File: src/rtl/fir_ctrl_pkg.sv
// fir_ctrl_pkg
// Shared definitions for the FIR BRAM controller and its MAC sub-module.
//   - fir_state_t : sequencer state encoding
//   - FIR_NTAP / FIR_DW / FIR_AW : default tap count, data width, RAM byte-address width
//   - wrap_sub()  : circular-buffer index arithmetic, (wp - k) mod ntap
package fir_ctrl_pkg;

    localparam int FIR_NTAP = 11;
    localparam int FIR_DW   = 32;
    localparam int FIR_AW   = 12;

    typedef enum logic [2:0] {
        IDLE,
        INIT,
        WAIT_IN,
        MAC,
        OUT,
        DONE
    } fir_state_t;

    // Both operands are already in 0..ntap-1, so a single conditional add
    // is enough to bring a negative difference back into range.
    function automatic int wrap_sub(input int wp, input int k, input int ntap = FIR_NTAP);
        return (wp >= k) ? (wp - k) : (wp + ntap - k);
    endfunction

endpackage

File: src/rtl/fir_mac.sv
// fir_mac
// Registered signed multiply-accumulate. Product and sum are truncated to
// DW bits (two's complement wrap, no saturation).
// Ports:
//   clk, rst : clock, synchronous active-high reset (clears the accumulator)
//   clr      : clear accumulator on this edge (has priority over en)
//   en       : add a*b to the accumulator on this edge
//   a, b     : signed operands
//   acc      : current accumulator value
module fir_mac
    import fir_ctrl_pkg::*;
#(
    parameter int DW = FIR_DW
) (
    input  logic                 clk,
    input  logic                 rst,
    input  logic                 clr,
    input  logic                 en,
    input  logic signed [DW-1:0] a,
    input  logic signed [DW-1:0] b,
    output logic signed [DW-1:0] acc
);

    logic signed [DW-1:0] acc_q;
    logic signed [DW-1:0] acc_d;

    always_comb begin
        acc_d = acc_q;
        if (clr) begin
            acc_d = '0;
        end else if (en) begin
            acc_d = acc_q + a * b;
        end
    end

    always_ff @(posedge clk) begin
        if (rst) begin
            acc_q <= '0;
        end else begin
            acc_q <= acc_d;
        end
    end

    assign acc = acc_q;

endmodule

File: src/rtl/fir_bram_ctrl.sv
// fir_bram_ctrl
// Sequencer/arbiter for the FIR tap RAM and data RAM (byte-write WE[3:0],
// byte address A, combinational read Do). Per output sample it accepts one
// input sample into a circular data buffer, runs an NTAP-cycle MAC over the
// tap/data pairs and presents the result on the output stream.
// Build option: define FIR_CFG_ARB_EN to let the host cfg_* port reach the
// tap RAM while the engine is in IDLE or DONE; otherwise cfg_ready and
// cfg_rdata stay 0 and the tap RAM is only ever read by the engine.
// Ports:
//   CLK, RST                  : clock, synchronous active-high reset
//   ap_start/ap_idle/ap_done  : block control, data_length sampled on start
//   ss_valid/ss_ready/ss_data : input sample stream
//   sm_valid/sm_ready/sm_data/sm_last : output sample stream
//   cfg_*                     : host tap RAM access
//   tap_* / dat_*             : tap RAM and data RAM interfaces
module fir_bram_ctrl
    import fir_ctrl_pkg::*;
#(
    parameter int NTAP = FIR_NTAP,
    parameter int DW   = FIR_DW,
    parameter int AW   = FIR_AW
) (
    input  logic          CLK,
    input  logic          RST,
    input  logic          ap_start,
    input  logic [31:0]   data_length,
    output logic          ap_idle,
    output logic          ap_done,
    input  logic          ss_valid,
    output logic          ss_ready,
    input  logic [DW-1:0] ss_data,
    output logic          sm_valid,
    input  logic          sm_ready,
    output logic [DW-1:0] sm_data,
    output logic          sm_last,
    input  logic          cfg_valid,
    input  logic          cfg_we,
    input  logic [AW-1:0] cfg_addr,
    input  logic [DW-1:0] cfg_wdata,
    output logic          cfg_ready,
    output logic [DW-1:0] cfg_rdata,
    output logic          tap_EN,
    output logic [3:0]    tap_WE,
    output logic [AW-1:0] tap_A,
    output logic [DW-1:0] tap_Di,
    input  logic [DW-1:0] tap_Do,
    output logic          dat_EN,
    output logic [3:0]    dat_WE,
    output logic [AW-1:0] dat_A,
    output logic [DW-1:0] dat_Di,
    input  logic [DW-1:0] dat_Do
);

    localparam int IW = (NTAP > 1) ? $clog2(NTAP) : 1;
    localparam logic [IW-1:0] LAST_IDX = IW'(NTAP - 1);

    fir_state_t    state_q, state_d;
    logic [31:0]   len_q, len_d;
    logic [31:0]   cnt_q, cnt_d;
    logic [IW-1:0] wp_q, wp_d;
    logic [IW-1:0] k_q, k_d;
    logic          acc_clr;
    logic          acc_en;
    logic [DW-1:0] acc;
    logic [IW-1:0] dat_idx;

    // Word index to byte address.
    function automatic logic [AW-1:0] addr_of(input logic [IW-1:0] idx);
        return AW'(idx) << 2;
    endfunction

    // The newest sample sits at wp, so tap k pairs with the sample k steps older.
    assign dat_idx = IW'(wrap_sub(int'(wp_q), int'(k_q), NTAP));

    fir_mac #(.DW(DW)) u_mac (
        .clk (CLK),
        .rst (RST),
        .clr (acc_clr),
        .en  (acc_en),
        .a   (tap_Do),
        .b   (dat_Do),
        .acc (acc)
    );

    always_ff @(posedge CLK) begin
        if (RST) begin
            state_q <= IDLE;
            len_q   <= '0;
            cnt_q   <= '0;
            wp_q    <= '0;
            k_q     <= '0;
        end else begin
            state_q <= state_d;
            len_q   <= len_d;
            cnt_q   <= cnt_d;
            wp_q    <= wp_d;
            k_q     <= k_d;
        end
    end

    // k doubles as the INIT word counter and the MAC tap counter; both phases
    // always leave it at 0 for whichever phase comes next.
    always_comb begin
        state_d = state_q;
        len_d   = len_q;
        cnt_d   = cnt_q;
        wp_d    = wp_q;
        k_d     = k_q;
        acc_clr = 1'b0;
        acc_en  = 1'b0;
        unique case (state_q)
            IDLE: begin
                if (ap_start) begin
                    len_d   = data_length;
                    cnt_d   = '0;
                    wp_d    = '0;
                    k_d     = '0;
                    acc_clr = 1'b1;
                    state_d = INIT;
                end
            end
            INIT: begin
                if (k_q == LAST_IDX) begin
                    k_d     = '0;
                    state_d = (len_q == '0) ? DONE : WAIT_IN;
                end else begin
                    k_d = k_q + IW'(1);
                end
            end
            WAIT_IN: begin
                if (ss_valid) begin
                    k_d     = '0;
                    acc_clr = 1'b1;
                    state_d = MAC;
                end
            end
            MAC: begin
                acc_en = 1'b1;
                if (k_q == LAST_IDX) begin
                    k_d     = '0;
                    state_d = OUT;
                end else begin
                    k_d = k_q + IW'(1);
                end
            end
            OUT: begin
                if (sm_ready) begin
                    cnt_d   = cnt_q + 32'd1;
                    wp_d    = (wp_q == LAST_IDX) ? '0 : wp_q + IW'(1);
                    state_d = (cnt_d == len_q) ? DONE : WAIT_IN;
                end
            end
            DONE: begin
                state_d = IDLE;
            end
            default: begin
                state_d = IDLE;
            end
        endcase
    end

    // Every output defaults to 0 so reset (IDLE, no host request) drives
    // only ap_idle high.
    always_comb begin
        ap_idle   = 1'b0;
        ap_done   = 1'b0;
        ss_ready  = 1'b0;
        sm_valid  = 1'b0;
        sm_data   = '0;
        sm_last   = 1'b0;
        cfg_ready = 1'b0;
        cfg_rdata = '0;
        tap_EN    = 1'b0;
        tap_WE    = 4'h0;
        tap_A     = '0;
        tap_Di    = '0;
        dat_EN    = 1'b0;
        dat_WE    = 4'h0;
        dat_A     = '0;
        dat_Di    = '0;
        unique case (state_q)
            IDLE: begin
                ap_idle = 1'b1;
            end
            INIT: begin
                dat_EN = 1'b1;
                dat_WE = 4'hF;
                dat_A  = addr_of(k_q);
            end
            WAIT_IN: begin
                ss_ready = 1'b1;
                if (ss_valid) begin
                    dat_EN = 1'b1;
                    dat_WE = 4'hF;
                    dat_A  = addr_of(wp_q);
                    dat_Di = ss_data;
                end
            end
            MAC: begin
                tap_EN = 1'b1;
                tap_A  = addr_of(k_q);
                dat_EN = 1'b1;
                dat_A  = addr_of(dat_idx);
            end
            OUT: begin
                sm_valid = 1'b1;
                sm_data  = acc;
                sm_last  = (cnt_q == len_q - 32'd1);
            end
            DONE: begin
                ap_done = 1'b1;
            end
            default: begin
                ap_idle = 1'b0;
            end
        endcase
`ifdef FIR_CFG_ARB_EN
        if ((state_q == IDLE || state_q == DONE) && cfg_valid) begin
            cfg_ready = 1'b1;
            tap_EN    = 1'b1;
            tap_WE    = cfg_we ? 4'hF : 4'h0;
            tap_A     = cfg_addr;
            tap_Di    = cfg_wdata;
            cfg_rdata = tap_Do;
        end
`endif
    end

`ifndef FIR_CFG_ARB_EN
    // The host port exists in every build but goes nowhere without arbitration.
    logic unused_cfg;
    assign unused_cfg = ^{cfg_valid, cfg_we, cfg_addr, cfg_wdata};
`endif

endmodule

File: config.mk
export PLATFORM = sky130hd
export DESIGN_NAME = fir_bram_ctrl
export DESIGN_NICKNAME = d
export VERILOG_FILES = /design/src/rtl/fir_ctrl_pkg.sv /design/src/rtl/fir_mac.sv /design/src/rtl/fir_bram_ctrl.sv
export SDC_FILE = /design/constraint.sdc
export NUM_CORES = 2
export LEC_CHECK = 0
export ABC_AREA = 1
export BUFFER_PORTS_ARGS = -buffer_cell sky130_fd_sc_hd__buf_2
export CORE_UTILIZATION = 50
export CTS_CLUSTER_SIZE = 28
export DETAILED_ROUTE_END_ITERATION = 10
export PLACE_DENSITY = 0.71
export SYNTH_ARGS = -nofsm -noshare
export SYNTH_HDL_FRONTEND = slang
export SYNTH_SLANG_ARGS = --single-unit
File: constraint.sdc
create_clock -name CLK -period 6.9 [get_ports CLK]
set_input_delay 1.035 -clock CLK [delete_from_list [all_inputs] [get_ports CLK]]
set_output_delay 1.035 -clock CLK [all_outputs]
set_load 0.005 [all_outputs]
* Word level (Yosys, flattened, before mapping)
Index checks and enable logic that the tools add are counted.
** Cells by class
- $add $sub $neg :: 8
- Multiply operators :: 1
- $lt $le $gt $ge :: 1
- Equality and inequality tests :: 14
- Multiplexer cells :: 37
- Reductions and logical operators :: 10
** Operators by type and width (count)
- 2-to-1 mux 32 bit :: 5
- equality test 32 bit :: 2
- one-hot mux 32 bit (2 select lines) :: 1
- adder 32 x 1 -> 32 bit (second input constant) :: 1
- adder 32 bit :: 1
- logical NOT 32 bit :: 1
- multiplier 32 x 32 -> 32 bit :: 1
- subtractor 32 x 1 -> 32 bit (second input constant) :: 1
- 2-to-1 mux 4 bit :: 7
- 2-to-1 mux 3 bit :: 7
- one-hot mux 6 bit (3 select lines) :: 1
- one-hot mux 4 bit (2 select lines) :: 2
- one-hot mux 3 bit (5 select lines) :: 1
- 2-to-1 mux 6 bit :: 2
- one-hot mux 4 bit (3 select lines) :: 1
- inequality test 2 bit (second input constant) :: 5
- adder 4 x 1 -> 4 bit (second input constant) :: 2
- equality test 4 bit (second input constant) :: 2
- 2-to-1 mux 1 bit :: 8
- subtractor 4 bit :: 2
- equality test 3 x 2 -> 1 bit (second input constant) :: 2
- equality test 3 bit (second input constant) :: 2
- AND reduction 3 bit :: 2
- AND reduction 5 bit :: 1
- 9 further kinds :: 11
** Word-level totals
- Flip-flop bits (word level) :: 107
- Input bits :: 179
- Output and inout bits :: 168
- Logic and storage cells :: 77

* Longest topological paths before layout
- Depth in word-level cells :: 5
- Gate-level depth with buffers :: 35
- Gate-level depth less buffers :: 33

* Modules after synthesis
From an unflattened synthesis, not the netlist that was laid out.
** Unflattened totals
- Cells, all modules :: 3822
- Area total of the unflattened synthesis :: 26495.4 um2
** By module, submodules not included
- fir_mac :: times used 1, cells an instance 2645, area each 19446.2 um2, seq. area each 640.6 um2
- fir_bram_ctrl :: times used 1, cells an instance 1177, area each 7049.3 um2, seq. area each 1501.4 um2

* Least setup slack after synthesis
Ideal clock, no wire load.
- Path type :: input to register
- From :: input port tap_Do[13]
- To :: register u_mac.acc_q[29], in the netlist u_mac.acc[29]
- Setup time :: 0.116 ns
- Data arrival time :: 7.168 ns
- Required time :: 6.784 ns
- Slack :: -0.384 ns
- Stages on the path :: 27
- Buffers on the path :: 2
- Path through :: clkbuf_1 buf_1 nand2_1 fa_1 inv_1 fa_1 inv_1 fa_1 inv_1 fa_1 inv_1 fa_1 inv_1 fa_1 fa_1 inv_1 fa_1 inv_1 ha_1 a21oi_1 o21ai_0 a211oi_1 o211ai_1 a21oi_1 o21ai_0 o211ai_1 inv_1
** On the way
- Word-level cells in the longest chain between the ends :: 2
** RTL lines
- start, declared :: line fir_bram_ctrl.sv:46 : input logic [DW-1:0] tap_Do,
- multiplier 32 x 32 -> 32 bit :: line fir_mac.sv:32 : acc_d = acc_q + a * b;
- adder 32 bit :: line fir_mac.sv:32
- end signal, assigned :: line fir_mac.sv:38 : acc_q <= '0;
- end signal, assigned :: line fir_mac.sv:40 : acc_q <= acc_d;
- end, declared :: line fir_mac.sv:24 : logic signed [DW-1:0] acc_q;
No other way between the ends.
A chain may end at the register's enable or synchronous reset.

* Worst setup path after layout
- From :: input port tap_Do[13]
- To :: register u_mac.acc_q[28], in the netlist u_mac.acc[28]
The elaborated chain is that of the path after synthesis.

==> reports/metrics.cfg <==
[setup_path]
endpoint_kind=flip-flop
path_class=input port to flip-flop
r2r_setup_slack_ps=640
cp_max_fo=10
startpoint_type=input port
reg2regPathDepth=27
r2r_end=u_mac.acc[31]$_SDFFE_PP0P_
r2r_start=u_mac.acc[29]$_SDFFE_PP0P_
cp_data_required_time_ps=7210
crit_arrival_ps=7150

[clock_network]
cts_buffer_depth=2
htreeDepth=3
root_buffer=clkbuf_16
cts_hold_buf=0
cts-buffers-inserted=9
cts.reportedPaths.clkPinSlew_ps=80
cts.sinks=107
clock_latency_ps=370
tritoncts=done

[final_layout]
nFillCells=4779
syn_to_final_growth_pct=16.4
nets=4916
drive_gt1_frac=0.146

[drt]
routed_wl_um=73200
ant_nets=0
drt-wirelength-per-cell_um=15.2
num_vias=23700
drc=0
firstDrtPassIters=5
viasPerCell=4.91
drt_iter0_markers=1613

[hold_path]
holdPathEnd=u_mac.acc[5]$_SDFFE_PP0P_
min_path_cells=2
min_from=u_mac.acc[5]$_SDFFE_PP0P_
min-delay-path-class=flip-flop to flip-flop

[yosys]
synth_flop_cell=dfxtp_1
synth_cells=3830
synth_edf_count=0
ys_ff_latch=107
yosys.area.top_type=fa_1
netlist_area_um2=26300
ys_warn_count=0
synth-async-reset-ratio=0
syn_area_per_cell_um2=6.87
ys_types=45
synth_top_area_share=0.335
ys_seq_area_frac=0.0814
synthTopCellsByArea=fa_1 (34%), nand2_1 (15%), inv_1 (15%)

[floorplan]
dieArea_um2=53600
io_pins=347
die_h_um=231
core_area_um2=51600
start_util=0.510
rows=83
fp.dieW_um=231

[global_routing]
met1_usage=0.381
grt_max_degree=59
met3_usage=0.0351
antenna_found_initial=1
use_met2=0.465
top_usage_layer=met2
overflow=0
grt_usage=0.277
grt_pass1_wl_um=118000
grt_pass1_vias=23400

[timing]
fin_tns_setup_ps=0
rsz0062_at_grt=yes
finalHoldViolCount=0
max_freq_mhz=146
clock_skew_ps=17.4
fin_ws_ps=56.6
setup_viol=0
fin_crit_ps=6840
relSlewSlack=0.419
tightest_slew_ps=866
drv_slew=0
fin_crit_sh=0.992

[status]
status=completed

[run]
maxCapViolations=0

[placed_design]
place_congestion=0.975
port_buffers=215
place_ws_ps=-630
place_hpwl_um=61900

[worst max-delay path, cell delays in order]
cell	delay, ps
buf_8	120
buf_6	150
nand2_2	70
inv_1	50
fa_1	550
fa_1	430
fa_1	500
inv_1	60
fa_1	500
fa_1	510
fa_1	550
inv_1	50
fa_1	470
inv_1	50
fa_1	570
inv_2	60
ha_4	330
nand2_4	90
nor3_4	130
nand4_1	130
nand3_2	100
nand3_2	90
nand2_2	90
nand2_2	60
a21o_1	180
nand3_2	70
o211ai_1	80
inv_1	70
[registers in the layout, indices dropped and copies added (netlist names)]
register,flops
len_q,32
k_q,4
wp_q,4
cnt_q,32
u_mac.acc,32
state_q,3
[metrics by stage]
step	instances	cell area, µm²	util	hold WS, ps
after global placement	4789	29500	0.571	450
final	4819	30600	0.594	465
after floorplan	3914	27000	-	441
after CTS	4806	29900	0.578	464
after global routing	4817	30600	0.594	481
after detailed placement	4789	29500	0.571	454
[layout make-up]
| type | count | area, µm² | share of cell area |
|---|---|---|---|
| Multi-Input combinational cell | 2545 | 20000 | 0.653 |
| Clock inverter | 7 | 95.1 | 0.00310 |
| Timing Repair Buffer | 441 | 3440 | 0.112 |
| Inverter | 1028 | 3860 | 0.126 |
| Antenna cell | 2 | 5.00 | 0.000163 |
| Tap cell | 680 | 851 | 0.0278 |
| Clock buffer | 9 | 225 | 0.00735 |
| Sequential cell | 107 | 2140 | 0.0699 |
[cell usage after synthesis, drive strengths merged, types with 21 or more instances]
cell / instances
nand2: 1052
inv: 1026
fa: 441
nor2: 256
ha: 164
nand3: 149
a21oi: 124
buf: 118
clkbuf: 116
dfxtp: 107
o21ai: 87
xor2: 57
xnor2: 26
nor3: 21
[routing by layer]
layer | routed length [µm] | vias up
li1 | - | 11500
met1 | 31700 | 11300
met2 | 34400 | 818
met3 | 5460 | 91
met4 | 1570 | 2
met5 | 13 | -
[kinds of logic after synthesis]
| group | after synthesis | share of synthesized area |
|---|---|---|
| AND/OR/NAND/NOR | 1522 | 0.232 |
| buffers and inverters | 1262 | 0.193 |
| adder cells (fa/ha/maj) | 605 | 0.413 |
| AO/OA/AOI/OAI | 250 | 0.0520 |
| flip-flops | 107 | 0.0814 |
| XOR/XNOR | 83 | 0.0276 |
| other | 1 | 0.000142 |
[worst max path at each step]
stage,from,end,slack [ps],depth (start not counted)
floorplan,dat_Do[13],u_mac.acc[29]$_SDFFE_PP0P_,-1,29
global placement,dat_Do[0],u_mac.acc[30]$_SDFFE_PP0P_,-560,24
detailed placement,dat_Do[0],u_mac.acc[29]$_SDFFE_PP0P_,-630,26
CTS,dat_Do[8],u_mac.acc[25]$_SDFFE_PP0P_,0.02,31
global route,tap_Do[17],u_mac.acc[31]$_SDFFE_PP0P_,-160,28
finish,tap_Do[13],u_mac.acc[28]$_SDFFE_PP0P_,60,28
[what timing repair did]
item	4_1_cts	5_1_grt
buffers inserted	1	5
gates cloned	0	6
pin swaps	2	54
gates resized for setup	29	166
setup endpoints to repair	14	19
[cell usage in the layout, fill, tap and decap left out, types with 5 or more instances in the layout]
master / instances
nand2_1: 1026
nor2_1: 236
clkbuf_4: 9
o21ai_1: 14
inv_2: 18
or2_2: 5
nand3_1: 144
a21o_1: 5
dfxtp_1: 107
xnor2_1: 26
clkbuf_16: 15
buf_12: 30
ha_1: 145
a21oi_1: 107
conb_1: 85
buf_4: 192
nor2_2: 17
fa_2: 15
nand4_1: 17
o221ai_1: 6
o211ai_1: 6
nand2_2: 23
inv_1: 1008
o21ai_2: 5
a21oi_2: 15
nand3b_1: 14
nor3_1: 15
ha_4: 19
buf_2: 179
fa_1: 426
xor2_1: 57
o21ai_0: 68
buf_6: 23
Power is not shown: default switching activity piles up to over one toggle a cycle in this logic, so the estimate is an artifact.
